==> config.mk <==
export PLATFORM = sky130hd
export DESIGN_NAME = aes_job_scheduler
export DESIGN_NICKNAME = d
export VERILOG_FILES = /design/src/rtl/aes_pkg.sv /design/src/rtl/rr_arbiter.sv /design/src/rtl/aes_job_scheduler.sv
export SDC_FILE = /design/constraint.sdc
export NUM_CORES = 1
export LEC_CHECK = 0
export BUFFER_PORTS_ARGS = -buffer_cell sky130_fd_sc_hd__clkbuf_2
export CORE_AREA = 2 2 611 613
export CTS_CLUSTER_DIAMETER = 150
export DETAILED_ROUTE_END_ITERATION = 16
export DIE_AREA = 0 0 613 615
export PLACE_DENSITY_LB_ADDON = 0.05
export SETUP_SLACK_MARGIN = 0.15
export SLEW_MARGIN = 5
export SYNTH_ARGS = -nofsm -noshare
export SYNTH_HDL_FRONTEND = slang
export SYNTH_HIERARCHICAL = 1
export SYNTH_SLANG_ARGS = --single-unit
==> constraint.sdc <==
create_clock -name clk -period 3.55 [get_ports clk]
set_input_delay 0.1775 -clock clk [delete_from_list [all_inputs] [get_ports clk]]
set_output_delay 0.1775 -clock clk [all_outputs]
set_load 0.02 [all_outputs]
==> src/rtl/aes_pkg.sv <==
// Shared types for the AES job scheduler: block width, block type and scheduler states.
package aes_pkg;

    localparam int AES_BLOCK_W = 128;

    typedef logic [AES_BLOCK_W-1:0] aes_block_t;

    typedef enum logic [1:0] {
        IDLE = 2'd0,
        RUN  = 2'd1,
        RESP = 2'd2,
        GAP  = 2'd3
    } sched_state_t;

endpackage

==> src/rtl/rr_arbiter.sv <==
// Combinational round-robin picker: first requester after last_grant, wrapping.
// The pointer register is owned by the caller.
module rr_arbiter #(
    parameter  int N_REQ = 4,
    localparam int IDX_W = $clog2(N_REQ)
) (
    input  logic [N_REQ-1:0] req,
    input  logic [IDX_W-1:0] last_grant,
    output logic [N_REQ-1:0] grant,
    output logic [IDX_W-1:0] index,
    output logic             any
);

    logic [IDX_W-1:0] cand;

    always_comb begin
        grant = '0;
        index = '0;
        any   = 1'b0;
        cand  = '0;
        for (int k = 1; k <= N_REQ; k++) begin
            cand = IDX_W'((int'(last_grant) + k) % N_REQ);
            if (!any && req[cand]) begin
                any         = 1'b1;
                grant[cand] = 1'b1;
                index       = cand;
            end
        end
    end

endmodule

==> src/rtl/aes_job_scheduler.sv <==
// Round-robin front end for a single AES-128 core: grants one job at a time, times the
// core latency, returns the ciphertext tagged with the requester index.
module aes_job_scheduler
    import aes_pkg::*;
#(
    parameter  int N_REQ        = 4,
    parameter  int CORE_LATENCY = 32,
    parameter  int GAP_CYCLES   = 2,
    localparam int IDX_W        = $clog2(N_REQ)
) (
    input  logic                         clk,
    input  logic                         n_rst,
    input  logic [N_REQ-1:0]             req_valid,
    output logic [N_REQ-1:0]             req_ready,
    input  logic [N_REQ*AES_BLOCK_W-1:0] req_key,
    input  logic [N_REQ*AES_BLOCK_W-1:0] req_data,
    output logic                         resp_valid,
    input  logic                         resp_ready,
    output logic [IDX_W-1:0]             resp_id,
    output logic [AES_BLOCK_W-1:0]       resp_data,
    output logic                         core_enable,
    output logic [AES_BLOCK_W-1:0]       core_key,
    output logic [AES_BLOCK_W-1:0]       core_data,
    input  logic [AES_BLOCK_W-1:0]       core_result,
    output logic                         busy
);

    localparam int CNT_W    = $clog2(CORE_LATENCY) + 1;
    localparam int GAP_LAST = (GAP_CYCLES > 2) ? GAP_CYCLES - 2 : 0;

    sched_state_t     state_q, state_d;
    logic [CNT_W-1:0] cnt_q, cnt_d;
    logic [IDX_W-1:0] last_grant_q, last_grant_d;
    logic             core_enable_q, core_enable_d;
    aes_block_t       core_key_q, core_key_d;
    aes_block_t       core_data_q, core_data_d;
    logic             resp_valid_q, resp_valid_d;
    logic [IDX_W-1:0] resp_id_q, resp_id_d;
    aes_block_t       resp_data_q, resp_data_d;
    logic             busy_q, busy_d;

    logic [N_REQ-1:0] arb_grant;
    logic [IDX_W-1:0] arb_idx;
    logic             arb_any;

    rr_arbiter #(.N_REQ(N_REQ)) u_arb (
        .req        (req_valid),
        .last_grant (last_grant_q),
        .grant      (arb_grant),
        .index      (arb_idx),
        .any        (arb_any)
    );

    // Grant is only offered while idle and out of reset, so it can never leak during reset.
    assign req_ready = (state_q == IDLE && n_rst) ? arb_grant : '0;

    always_comb begin
        state_d       = state_q;
        cnt_d         = cnt_q;
        last_grant_d  = last_grant_q;
        core_enable_d = core_enable_q;
        core_key_d    = core_key_q;
        core_data_d   = core_data_q;
        resp_valid_d  = resp_valid_q;
        resp_id_d     = resp_id_q;
        resp_data_d   = resp_data_q;
        busy_d        = busy_q;

        case (state_q)
            IDLE: begin
                if (arb_any) begin
                    core_key_d    = req_key[AES_BLOCK_W*int'(arb_idx) +: AES_BLOCK_W];
                    core_data_d   = req_data[AES_BLOCK_W*int'(arb_idx) +: AES_BLOCK_W];
                    resp_id_d     = arb_idx;
                    last_grant_d  = arb_idx;
                    cnt_d         = '0;
                    core_enable_d = 1'b1;
                    busy_d        = 1'b1;
                    state_d       = RUN;
                end
            end
            RUN: begin
                if (cnt_q == CNT_W'(CORE_LATENCY - 1)) begin
                    resp_data_d  = core_result;
                    resp_valid_d = 1'b1;
                    state_d      = RESP;
                end else begin
                    cnt_d = cnt_q + 1'b1;
                end
            end
            RESP: begin
                if (resp_ready) begin
                    resp_valid_d  = 1'b0;
                    core_enable_d = 1'b0;
                    cnt_d         = '0;
                    state_d       = GAP;
                end
            end
            GAP: begin
                // The IDLE grant cycle is the final low cycle of the enable gap, so GAP itself
                // lasts one cycle less than the full gap.
                if (cnt_q >= CNT_W'(GAP_LAST)) begin
                    busy_d  = 1'b0;
                    state_d = IDLE;
                end else begin
                    cnt_d = cnt_q + 1'b1;
                end
            end
            default: state_d = IDLE;
        endcase
    end

    always_ff @(posedge clk or negedge n_rst) begin
        if (!n_rst) begin
            state_q       <= IDLE;
            cnt_q         <= '0;
            last_grant_q  <= IDX_W'(N_REQ - 1);
            core_enable_q <= 1'b0;
            core_key_q    <= '0;
            core_data_q   <= '0;
            resp_valid_q  <= 1'b0;
            resp_id_q     <= '0;
            resp_data_q   <= '0;
            busy_q        <= 1'b0;
        end else begin
            state_q       <= state_d;
            cnt_q         <= cnt_d;
            last_grant_q  <= last_grant_d;
            core_enable_q <= core_enable_d;
            core_key_q    <= core_key_d;
            core_data_q   <= core_data_d;
            resp_valid_q  <= resp_valid_d;
            resp_id_q     <= resp_id_d;
            resp_data_q   <= resp_data_d;
            busy_q        <= busy_d;
        end
    end

    assign core_enable = core_enable_q;
    assign core_key    = core_key_q;
    assign core_data   = core_data_q;
    assign resp_valid  = resp_valid_q;
    assign resp_id     = resp_id_q;
    assign resp_data   = resp_data_q;
    assign busy        = busy_q;

endmodule
# [Word level (Yosys, flattened, before mapping)]
# Cells that the tools add are included.
[word_totals] latchBits=0 rom_bits=0 inputBits=1159 word_cells=107 memories=0 register_bits=399 ramBits=0 out_inout_bits=393
[op_classes] n_div=0 order_cmp=9 n_eq_ne=10 n_reduce_logical=22 add_sub_neg=5 n_shift=2 multipliers=0 n_bitwise=3 muxes=46
[ops] operator="512-bit by 10-bit indexed part select with 128-bit output" n=2
[ops] operator="6-bit two-way mux" n=4
[ops] operator="6-bit one-hot mux with 4 select lines" n=1
[ops] operator="4-bit two-way mux" n=5
[ops] operator="1-bit two-way mux" n=16
[ops] operator="2-bit two-way mux" n=8
[ops] operator="2-bit by 3-bit < comparator with 1-bit output (second input constant)" n=4
[ops] operator="2-bit inequality test (second input constant)" n=6
[ops] operator="4-bit bitwise OR" n=3
[ops] operator="3-bit AND reduction" n=3
[ops] operator="1-bit binary-select mux with 2-bit select" n=4
[ops] operator="1-bit demux with 2-bit select" n=4
[ops] operator="2-bit by 1-bit greater-or-equal comparator with 1-bit output (second input constant)" n=4
[ops] operator="1-bit logical AND" n=8
[ops] operator="2-bit one-hot mux with 4 select lines" n=1
[ops] operator="4-bit AND reduction" n=2
[ops] operator="6-bit by 1-bit adder with 6-bit output (second input constant)" n=1
[ops] operator="6-bit by 5-bit equality test with 1-bit output (second input constant)" n=1
[ops] operator="6-bit by 1-bit greater-or-equal comparator with 1-bit output (second input constant)" n=1
[ops] operator="1-bit one-hot mux with 2 select lines" n=3
[ops] operator="2-bit nonzero test" n=3
[ops] operator="2-bit by 1-bit adder with 2-bit output (second input constant)" n=2
[ops] operator="2-bit adder (second input constant)" n=2
[ops] operator="2-bit equality test (second input constant)" n=2
[ops] operator="4 further kinds" n=7

# [Longest topological paths before layout]
[depth] ltp_word=15 ltp_mapped=14 depth_no_buf=9

# [Cells and area by module]
# The synthesis kept the hierarchy.
[by_module_without_submodules] mod="aes_job_scheduler" instances=1 cells_each=1760 area_per_inst_um2=21489.4 seq_area_each_um2=9987.1
[by_module_without_submodules] mod="rr_arbiter" instances=1 cells_each=68 area_per_inst_um2=525.5 seq_area_each_um2=0.0

# [Worst setup path before layout]
# OpenSTA, ideal clock, no wires.
[synth_timing] path_type="register to register" from="reg last_grant_q[0]" to="reg core_data_q[27], in the netlist core_data[27]" setup_time_ps=117 slack_ps=650 path_buffers=5 period_less_slack_ps=2900 stages_incl_launch_ff=15 required_time_ps=3433 arrival_time_ps=2784 cell_sequence="dfstp_2 -> buf_4 -> inv_2 -> ha_1 -> buf_6 -> a21oi_2 -> nor3_1 -> nor2_2 -> o31a_1 -> buf_2 -> buf_6 -> buf_2 -> mux4_2 -> nand2_1 -> nand2_1"
[synth_via] elab_chain_cells=14 word_cells_on_any_way=28 classes_between="4 x add/sub; 1 x shift; 16 x mux; 7 x reduce/logical"
[synth_rtl] element="start: declaration" line_no="aes_job_scheduler.sv:33" source="logic [IDX_W-1:0] last_grant_q, last_grant_d;"
[synth_rtl] element="start signal: assignment" line_no="aes_job_scheduler.sv:117" source="last_grant_q <= IDX_W'(N_REQ - 1);"
[synth_rtl] element="start signal: assignment" line_no="aes_job_scheduler.sv:128" source="last_grant_q <= last_grant_d;"
[synth_rtl] element="2-bit by 1-bit adder with 2-bit output" line_no="rr_arbiter.sv:22" source="cand = IDX_W'((int'(last_grant) + k) % N_REQ);"
[synth_rtl] element="1-bit binary-select mux with 2-bit select" line_no="rr_arbiter.sv:23" source="if (!any && req[cand]) begin"
[synth_rtl] element="1-bit two-way mux (implied by the code)" line_no="rr_arbiter.sv:23"
[synth_rtl] element="1-bit two-way mux" line_no="rr_arbiter.sv:23"
[synth_rtl] element="1-bit logical NOT" line_no="rr_arbiter.sv:23"
[synth_rtl] element="1-bit logical AND" line_no="rr_arbiter.sv:23"
[synth_rtl] element="1-bit two-way mux" line_no="rr_arbiter.sv:23"
[synth_rtl] element="1-bit logical NOT" line_no="rr_arbiter.sv:23"
[synth_rtl] element="1-bit logical AND" line_no="rr_arbiter.sv:23"
[synth_rtl] element="1-bit two-way mux" line_no="rr_arbiter.sv:23"
[synth_rtl] element="1-bit logical NOT" line_no="rr_arbiter.sv:23"
[synth_rtl] element="1-bit logical AND" line_no="rr_arbiter.sv:23"
[synth_rtl] element="2-bit two-way mux (*)" line_no="rr_arbiter.sv:23"
[synth_rtl] element="net arb_idx[0]" line_no="aes_job_scheduler.sv:43" source="logic [IDX_W-1:0] arb_idx;"
[synth_rtl] element="512-bit by 10-bit indexed part select with 128-bit output (*)" line_no="aes_job_scheduler.sv:73" source="core_data_d = req_data[AES_BLOCK_W*int'(arb_idx) +: AES_BLOCK_W];"
[synth_rtl] element="end signal: assignment" line_no="aes_job_scheduler.sv:131" source="core_data_q <= core_data_d;"
[synth_rtl] element="end: declaration" line_no="aes_job_scheduler.sv:36" source="aes_block_t core_data_q, core_data_d;"
# The timed path passes the listed nets; every way through them passes the cells marked *. The select of a mux whose other input is x is not followed.
# A chain may end at the register's enable or synchronous reset.

# [Final worst setup path]
[layout_timing] from="reg last_grant_q[0]" to="reg core_key_q[93], in the netlist core_key[93]"
[layout_via] elab_chain_cells=14 word_cells_on_any_way=28 classes_between="4 x add/sub; 1 x shift; 16 x mux; 7 x reduce/logical"
[layout_rtl] element="2-bit by 1-bit adder with 2-bit output" line_no="rr_arbiter.sv:22"
[layout_rtl] element="1-bit binary-select mux with 2-bit select" line_no="rr_arbiter.sv:23"
[layout_rtl] element="1-bit two-way mux (implied by the code)" line_no="rr_arbiter.sv:23"
[layout_rtl] element="1-bit two-way mux" line_no="rr_arbiter.sv:23"
[layout_rtl] element="1-bit logical NOT" line_no="rr_arbiter.sv:23"
[layout_rtl] element="1-bit logical AND" line_no="rr_arbiter.sv:23"
[layout_rtl] element="1-bit two-way mux" line_no="rr_arbiter.sv:23"
[layout_rtl] element="1-bit logical NOT" line_no="rr_arbiter.sv:23"
[layout_rtl] element="1-bit logical AND" line_no="rr_arbiter.sv:23"
[layout_rtl] element="1-bit two-way mux" line_no="rr_arbiter.sv:23"
[layout_rtl] element="1-bit logical NOT" line_no="rr_arbiter.sv:23"
[layout_rtl] element="1-bit logical AND" line_no="rr_arbiter.sv:23"
[layout_rtl] element="2-bit two-way mux (*)" line_no="rr_arbiter.sv:23"
[layout_rtl] element="net arb_idx[0]" line_no="aes_job_scheduler.sv:43"
[layout_rtl] element="512-bit by 10-bit indexed part select with 128-bit output (*)" line_no="aes_job_scheduler.sv:72" source="core_key_d = req_key[AES_BLOCK_W*int'(arb_idx) +: AES_BLOCK_W];"
[layout_rtl] element="end signal: assignment" line_no="aes_job_scheduler.sv:130" source="core_key_q <= core_key_d;"
[layout_rtl] element="end: declaration" line_no="aes_job_scheduler.sv:35" source="aes_block_t core_key_q, core_key_d;"
# Marked as above.

==> reports/metrics.yaml <==
critPathKind: "reg2reg"
fmax_mhz: 308
start_util_pct: 5.94
wire_per_inst_um: 24.5
rsz0062_at_grt: "true"
core_area_um2: 371000
cts-root-buf: "clkbuf_16"
p_leak_nw: 23.3
synth_top_area_cell: "dfrtp_1"
yosysSeqAreaShare_pct: 45.4
dieArea_um2: 377000
slew_violations: 0
cp-start-kind: "flip-flop"
antenna_found_initial: 179
port_buffers: 1551
rows: 224
die_y_um: 615
worstPathRequired_ns: 4.23
synth.top_cell.area_share_pct: 45.1
final_util_pct: 13.6
path_cells: "mux4_2, a21oi_2, nor3_1, nor2_2, o31a_4, buf_12, mux4_2, nand2_1, dlygate4sd3_1, nand2_1"
switchingPower_mw: 16.2
p_comb_share_pct: 58.8
fin_cells: 9677
seqPwrFrac_pct: 20.0
pwr-share-clk_pct: 21.3
cts_sinks: 399
routed-via-count: 26600
cts_buffer_depth: 4
cts_tree: "built"
p_int_mw: 19.7
crit_fanout: 13
htree_levels: 3
die_w_um: 613
nFillCells: 42500
min_path_type: "in2reg"
nets: 5746
status: "completed"
hold_violations: 0
syn_area_um2: 22000
syn_area_per_cell_um2: 12.0
end_kind: "flip-flop"
period_minus_slack_ns: 3.24
synth-edff-count: 0
powerDensity_nw_per_um2: 712
ios: 1552
grt_pass1_wl_um: 304000
synth_nets: 3001
route.detailed.drc: 0
dp_cells: 8305
place.gp.congestion: 0.806
synth_seq_cells: 399
setup-tns-final_ns: 0
dpl.hpwl_um: 201000
first_global_vias: 29900
yosys_warnings: 6
first_pass_iters: 4
synthArstFlopShare_pct: 100
clk_latency_ns: 0.79
area_growth_syn_to_layout_pct: 129
drive_above_1_share_pct: 47.3
setup_violations: 0
relSlewSlack_pct: 31.5
crit_slowest_cell: "dfstp_2"
peakVddDrop_uv: 416
synth.distinct_cells: 54
cts_buffers: 78
crit_path_max_incr_delay_ns: 0.61
grt_use_total_pct: 12.2
routed_wirelength_um: 237000
grt_overflow_total: 0
yosysMostFrequentCell: "nand2_1"
p_sw_share_pct: 45.1
vias_per_cell: 2.75
syn-instance-count: 1828
clkSlewWorstSetupHoldPaths_ns: 0.05
drtIter0Drc: 788
worst_pin_slew_ns: 1.03
synth_top_flop_cell: "dfrtp_1"
ant_nets: 0
grt_start_max_net_pins: 97
cp_data_arrival_time_ns: 3.92
period_share_pct: 91.4
max_cap_viol_count: 0
synthTopCellsByArea: "dfrtp_1 45%, mux4_2 26%, nand2_1 14%"
skew_ns: 0.0490
ys_top_cells_by_count: "799 x nand2_1, 397 x dfrtp_1, 257 x mux4_2"
==> state kept, by name, summed over array words and instances (netlist names) <==
signal / flops
core_data: 128
core_key: 128
resp_data: 128
cnt_q: 6
last_grant_q: 2
resp_id: 2
state_q: 2
busy: 1
core_enable: 1
resp_valid: 1
==> path summary, 6_finish.rpt <==
path                            startpoint               to  slack (ns)  cells after the start
max                        last_grant_q[0]     core_key[93]        0.31                     10
min                           req_key[463]     core_key[79]        0.02                      4
max reg2reg                last_grant_q[0]     core_key[93]        0.31                     10
min reg2reg                   core_key[61]     core_key[61]        0.47                      2
max in group asynchronous            n_rst    core_data[57]        2.41                      3
min in group asynchronous            n_rst  last_grant_q[1]        0.14                      2
==> critical path, delay by kind of cell (launching register included) <==
kind,cells,cell delay [ns]
buffers and inverters,2,0.73
AND/OR/NAND/NOR,4,0.30
multiplexers,2,1.09
AO/OA/AOI/OAI,2,0.35
flip-flops,1,0.61
==> layer usage <==
layer	global-route usage (%)	vias to the layer above	share of wire [%]
met5	0	-	0.13
met4	3.24	50	3.2
met3	4.04	352	7.2
met2	23.3	1123	53
met1	12.6	13000	36
li1	-	12100	-
==> area by class of cell <==
type                            instances  area [um^2]  share of cell area [%]
Clock buffer                          118         2320                    4.60
Multi-Input combinational cell       1286        11100                    22.0
Inverter                                9         42.5                  0.0842
Antenna cell                           81          203                   0.401
Clock inverter                         13          130                   0.258
Timing Repair Buffer                 2799        20500                    40.5
Sequential cell                       399         9990                    19.8
Tap cell                             4972         6220                    12.3
==> cells in the final DEF, fill, tap and decap left out, drive strengths merged, types with 3 or more instances in the layout <==
cell,count
dlygate4sd3,1133
and3,4
a21oi,10
buf,117
ha,14
nand3,7
a211oi,3
diode,81
nor2,12
mux4,257
clkinv,11
inv,9
dfrtp,397
mux2i,3
nand2,799
a221o,4
o21ai,15
clkbuf,1667
mux2,128
==> logic make-up (layout without fill, tap and decap cells) <==
kind of cell               count (synthesis)  count (layout)  share of synthesized area, %
AOI/OAI and AO/OA                         48              48                          1.63
adders and majority gates                 14              14                         0.796
DFF                                      399             399                          45.4
muxes                                    388             388                          33.2
buffers and inverters                    143            2939                          4.36
other                                      0              81                             0
and+or+nand+nor                          836             836                          14.6
==> power groups by stage <==
stage                     combinational (mW)  clock (mW)  sequential (mW)
after floorplan                         9.90           0             8.70
after detailed placement                20.5           0             7.31
final                                   21.1        7.66             7.18
after global placement                  20.7           0             7.33
after global routing                    23.2        8.32             7.42
after CTS                               22.0        8.23             7.27
==> per-stage QoR <==
stage / power (mW) / setup slack [ns] / area, um^2 / hold slack (ns)
floorplan: 18.6 / 0.650 / 22000 / -0.118
global placement: 28.0 / 0.285 / 36200 / 0.187
detailed placement: 27.8 / 0.294 / 36200 / 0.195
CTS: 37.5 / 0.155 / 50100 / 0.000572
global route: 38.9 / 0.119 / 50400 / 0.00709
finish: 36.0 / 0.307 / 50500 / 0.0205
==> repair_timing <==
| action | CTS | global route |
|---|---|---|
| buffers inserted | 6 | 20 |
| hold buffers | 1134 | 0 |
| pin swaps | 1 | 3 |
| setup endpoints to repair | 4 | 14 |
| hold endpoints to repair | 624 | 0 |
| resized for setup | 18 | 7 |
Note: power is estimated with default switching activity, not from simulation.
